### src/rtl/sseg_scan_ctrl.sv
// Time-multiplexed N-digit LED display scanner with per-digit blank/blink,
// PWM brightness, frame-coherent input latching and an anti-ghosting dead cycle.
module sseg_scan_ctrl #(
   parameter int NDIG         = 8,
   parameter int TICK_DIV     = 12500,
   parameter int BRIGHT_W     = 4,
   parameter int BLINK_FRAMES = 50,
   parameter bit AN_ACT_LOW   = 1'b1,
   parameter bit SEG_ACT_LOW  = 1'b1
) (
   input  logic                      clk,
   input  logic                      reset,
   input  logic                      en,
   input  logic [NDIG*8-1:0]         din,
   input  logic [NDIG-1:0]           blank,
   input  logic [NDIG-1:0]           blink,
   input  logic [BRIGHT_W-1:0]       bright,
   output logic [NDIG-1:0]           an,
   output logic [7:0]                sseg,
   output logic [$clog2(NDIG)-1:0]   digit_idx,
   output logic                      frame_tick
);

   localparam int IDX_W  = $clog2(NDIG);
   localparam int CNT_W  = $clog2(TICK_DIV);
   localparam int BCNT_W = (BLINK_FRAMES > 1) ? $clog2(BLINK_FRAMES) : 1;

   localparam logic [CNT_W-1:0]  CNT_LAST   = CNT_W'(TICK_DIV - 1);
   localparam logic [IDX_W-1:0]  IDX_LAST   = IDX_W'(NDIG - 1);
   localparam logic [BCNT_W-1:0] BLINK_LAST = BCNT_W'(BLINK_FRAMES - 1);
   localparam logic [NDIG-1:0]   AN_OFF     = AN_ACT_LOW  ? {NDIG{1'b1}} : {NDIG{1'b0}};
   localparam logic [7:0]        SEG_OFF    = SEG_ACT_LOW ? 8'hFF : 8'h00;

   logic [CNT_W-1:0]  pre_cnt;
   logic [IDX_W-1:0]  idx;
   logic [BCNT_W-1:0] blink_cnt;
   logic              blink_ph;

   logic [NDIG*8-1:0] din_sh;
   logic [NDIG-1:0]   blank_sh;
   logic [NDIG-1:0]   blink_sh;

   logic              slot_end;
   logic              frame_start;
   logic              drive;
   logic [NDIG-1:0]   an_hot;
   logic [7:0]        pat;

   assign slot_end    = (pre_cnt == CNT_LAST);
   assign frame_start = (pre_cnt == '0) && (idx == '0);
   assign frame_tick  = slot_end && (idx == IDX_LAST);
   assign digit_idx   = idx;

   // NOTE: sequential state uses non-blocking assignments so every register
   // samples the pre-edge values of its neighbours, independent of block order.
   always_ff @(posedge clk or posedge reset) begin
      if (reset) begin
         pre_cnt   <= '0;
         idx       <= '0;
         blink_cnt <= '0;
         blink_ph  <= 1'b0;
      end else begin
         if (slot_end) begin
            pre_cnt <= '0;
            idx     <= (idx == IDX_LAST) ? '0 : idx + 1'b1;
         end else begin
            pre_cnt <= pre_cnt + 1'b1;
         end
         if (frame_tick) begin
            if (blink_cnt == BLINK_LAST) begin
               blink_cnt <= '0;
               blink_ph  <= ~blink_ph;
            end else begin
               blink_cnt <= blink_cnt + 1'b1;
            end
         end
      end
   end

   // NOTE: shadow blank resets to all ones so no digit can light from stale
   // data before the first frame-start latch.
   always_ff @(posedge clk or posedge reset) begin
      if (reset) begin
         din_sh   <= '0;
         blank_sh <= '1;
         blink_sh <= '0;
      end else if (frame_start) begin
         din_sh   <= din;
         blank_sh <= blank;
         blink_sh <= blink;
      end
   end

   // NOTE: every always_comb output gets a default first so no latch is inferred.
   always_comb begin
      an_hot      = '0;
      an_hot[idx] = 1'b1;
      pat         = din_sh[idx*8 +: 8];
      drive       = en
                 && (pre_cnt != '0)
                 && !blank_sh[idx]
                 && !(blink_sh[idx] && blink_ph)
                 && (pre_cnt[BRIGHT_W-1:0] <= bright);
   end

   always_ff @(posedge clk or posedge reset) begin
      if (reset) begin
         an   <= AN_OFF;
         sseg <= SEG_OFF;
      end else if (drive) begin
         an   <= AN_ACT_LOW  ? ~an_hot : an_hot;
         sseg <= SEG_ACT_LOW ? ~pat    : pat;
      end else begin
         an   <= AN_OFF;
         sseg <= SEG_OFF;
      end
   end

endmodule

### config.mk
export PLATFORM = sky130hd
export DESIGN_NAME = sseg_scan_ctrl
export DESIGN_NICKNAME = d
export VERILOG_FILES = /design/src/rtl/sseg_scan_ctrl.sv
export SDC_FILE = /design/constraint.sdc
export NUM_CORES = 1
export LEC_CHECK = 0
export ABC_AREA = 1
export CORE_MARGIN = 2
export CORE_UTILIZATION = 60
export CTS_BUF_LIST = sky130_fd_sc_hd__clkbuf_8
export DETAILED_ROUTE_END_ITERATION = 7
export PLACE_DENSITY = 0.95
export SYNTH_ARGS = -nofsm -noshare
export SYNTH_HDL_FRONTEND = slang
export SYNTH_SLANG_ARGS = --single-unit
### constraint.sdc
create_clock -name clk -period 11.1 [get_ports clk]
set_input_delay 2.22 -clock clk [delete_from_list [all_inputs] [get_ports clk]]
set_output_delay 2.22 -clock clk [all_outputs]
set_load 0.02 [all_outputs]
==> impl_metrics.sql <==
INSERT INTO impl_metrics (metric_group, metric, value, unit) VALUES
('sta', 'timing_worst_slew_pin_value', '1060', 'ps'),
('placement', 'gpl.final_weighted_congestion', '0.952', ''),
('die', 'die-height', '107', 'um'),
('cts', 'post_cts_buffers', '0', ''),
('placement', 'placed_cell_area', '7400', 'um^2'),
('die', 'io_pins', '107', ''),
('detailed_routing', 'detailroute.via_count', '5702', ''),
('setup_path', 'end_kind', 'output port', ''),
('hold_path', 'worstHoldPathType', 'flop to flop', ''),
('cts', 'cts_buffer_depth', '2', ''),
('yosys', 'yosysSeqAreaShare', '0.475', ''),
('sta', 'post-route-period-util', '0.414', ''),
('status', 'run_status', 'finished, final reports clean', ''),
('global_routing', 'grt_first_pass_wirelength', '25.1', 'mm'),
('sta', 'hold_ws', '478', 'ps'),
('yosys', 'yosysTopAreaCellShare', '0.376', ''),
('cts', 'gates_resized_cts_repair', '0', ''),
('detailed_routing', 'drt_first_pass_iters', '6', ''),
('power_and_ir_drop', 'total_leakage_power', '4.33', 'nW'),
('yosys', 'synth_area_per_cell', '7.47', 'um^2'),
('sta', 'unrepaired_setup_endpoints_after_global_routing', 'false', ''),
('power_and_ir_drop', 'vdd_ir_drop_max', '0.0862', 'mV'),
('yosys', 'postSynthRegisterBits', '120', ''),
('cts', 'cts.sink_count', '120', ''),
('detailed_routing', 'route.antenna.remaining_nets', '0', ''),
('finish', 'flow.area_growth_from_synthesis', '22.8', '%'),
('die', 'fp.dieW', '107', 'um'),
('yosys', 'synth_area', '6390', 'um^2'),
('detailed_routing', 'wirelength', '15.2', 'mm'),
('global_routing', 'grt_remaining_overflow', '0', ''),
('yosys', 'syn_inst', '855', ''),
('cts', 'numCtsBuffers', '17', ''),
('placement', 'place_worst_setup_slack', '6920', 'ps'),
('setup_path', 'required', '8880', 'ps'),
('sta', 'worst_slew_margin_relative_to_its_limit', '0.292', ''),
('yosys', 'synth_area_leaders', 'dfrtp_1 38%, nand2_1 18%, inv_1 11%, dfstp_2 9.9%, o21ai_1 4.8%', ''),
('die', 'std_cell_rows', '37', ''),
('cts', 'clock_tree.root_cell', 'clkbuf_8', ''),
('sta', 'timing.final.setup_violations', '0', ''),
('sta', 'slew_violations', '0', ''),
('yosys', 'synth.net_count', '953', ''),
('finish', 'num-fill-cells', '656', ''),
('cts', 'cts_tree', 'built', ''),
('detailed_routing', 'vias_per_cell', '5.20', ''),
('cts', 'clk_transition_reported_paths', '70', 'ps'),
('finish', 'final_cells', '1096', ''),
('detailed_routing', 'dr.first_iter.drc_count', '502', ''),
('setup_path', 'critPathLaunchType', 'flop', ''),
('die', 'fp.dieArea', '11500', 'um^2'),
('cts', 'cts-htree-levels', '4', ''),
('power_and_ir_drop', 'totalPowerFinal', '0.986', 'mW'),
('global_routing', 'grt_max_degree', '109', ''),
('yosys', 'synth-warning-count', '0', ''),
('placement', 'place.detailed.hpwl', '9.75', 'mm'),
('detailed_routing', 'wl_per_cell', '13.9', 'um'),
('sta', 'final_critical_delay_including_setup_and_external_delays', '4590', 'ps'),
('sta', 'finalWorstSetupSlack', '6510', 'ps'),
('job', 'drv_cap', '0', ''),
('global_routing', 'grt_antenna_before_repair', '0', ''),
('sta', 'final.setup_skew', '13.1', 'ps'),
('setup_path', 'worst-setup-path-type', 'flop to output port', ''),
('cts', 'cts_hold_repair.buffers', '0', ''),
('cts', 'clock_latency', '440', 'ps'),
('finish', 'num_antenna_cells', '0', ''),
('finish', 'nNetsFinal', '1045', ''),
('global_routing', 'number_of_global_route_vias_before_repair', '5501', ''),
('die', 'core_region_area', '10300', 'um^2'),
('sta', 'clock.fmax', '218', 'MHz'),
('sta', 'setup_tns', '0', 'ps'),
('placement', 'port_buffers', '106', ''),
('die', 'initial_core_util', '0.619', ''),
('detailed_routing', 'remaining_drc_errors', '0', ''),
('setup_path', 'timing.critical_path.arrival', '2370', 'ps'),
('yosys', 'yosysTopAreaCell', 'dfrtp_1', ''),
('power_and_ir_drop', 'power.density', '126', 'nW/um^2'),
('sta', 'final_hold_viol_count', '0', ''),
('finish', 'fin_area', '7850', 'um^2'),
('global_routing', 'grt_usage', '0.281', ''),
('setup_path', 'cp_max_fo', '18', ''),
('yosys', 'synthDistinctLibCells', '32', ''),
('placement', 'placed_cells_incl_taps', '1064', ''),
('finish', 'finish.utilization', '0.760', ''),
('finish', 'final_layout_size_suffix_gt1_frac', '0.0958', '');
cell usage after synthesis, drive strengths merged:
master / instances
xor2: 5
ha: 11
dfstp: 24
nand4: 24
nor3: 10
inv: 180
nand2: 301
nor3b: 1
clkbuf: 9
a211oi: 1
nor2: 40
nand3b: 2
or2: 3
and2: 1
buf: 28
a21oi: 5
nand3: 18
o21ai: 95
dfrtp: 96
xnor2: 1
state kept, by name, summed over array words and instances (netlist names):
| signal | count |
|---|---|
| blink_sh | 8 |
| pre_cnt | 14 |
| digit_idx | 3 |
| blink_cnt | 6 |
| din_sh | 64 |
| sseg | 8 |
| an | 8 |
| blank_sh | 8 |
| blink_ph | 1 |
power breakdown:
part / switching (mW) / total (mW) / internal (mW)
Combinational: 0.0428 / 0.0877 / 0.0449
Sequential: 0.00923 / 0.465 / 0.456
Clock: 0.178 / 0.433 / 0.255
Total: 0.230 / 0.986 / 0.756
cell families (layout without fill, tap and decap cells):
logic type               after synthesis  count (layout)  synth area share
AND/OR/NAND/NOR                      400             400             0.260
buffers and inverters                217             322             0.145
flip-flops                           120             120             0.475
AO/OA/AOI/OAI                        101             101            0.0913
adder cells (fa/ha/maj)               11              11            0.0215
XOR/XNOR                               6               6           0.00823
layout make-up:
class	instances	area, um^2	share of cell area
clock buffer	19	262	0.0333
clock inverter	13	179	0.0228
inverter	180	678	0.0864
multi-input combinational	518	2430	0.310
sequential	120	3030	0.387
tap	136	170	0.0217
timing repair buffer	110	1090	0.139
critical path, stage by stage, from the launching register on:
cell and delay, ps:
dfrtp_1 780, ha_1 330, inv_1 90, nor2_1 130, clkdlybuf4s50_1 620
layout by cell type (no fill, tap or decap), drive strengths merged:
cell,count
clkdlybuf4s50,106
nand3,18
o21ai,95
nor3b,1
nand2,301
nand4,24
clkbuf,19
or2,3
clkinvlp,2
dfrtp,96
xnor2,1
clkinv,5
dfstp,24
and2,1
a211oi,1
bufinv,4
nor2,40
ha,11
nor3,10
nand3b,2
buf,4
inv,182
a21oi,5
xor2,5
per-layer routing:
metal,vias up,GRT usage,wire length (um)
met2,288,0.471,7540
met5,-,0,0
met1,2582,0.348,5850
li1,2757,-,-
met3,75,0.0596,1140
met4,0,0.133,665
worst paths after layout:
path                               from          to  slack [ps]  cells after the start
max in group asynchronous         reset  din_sh[14]        7560                      3
max                        digit_idx[2]  frame_tick        6510                      4
max reg2reg                digit_idx[0]  din_sh[12]        7570                      7
min                           din_sh[5]   din_sh[5]         480                      2
min in group asynchronous         reset  din_sh[53]        2160                      2
min reg2reg                   din_sh[5]   din_sh[5]         480                      2
Note: power is estimated with default switching activity, not from simulation.
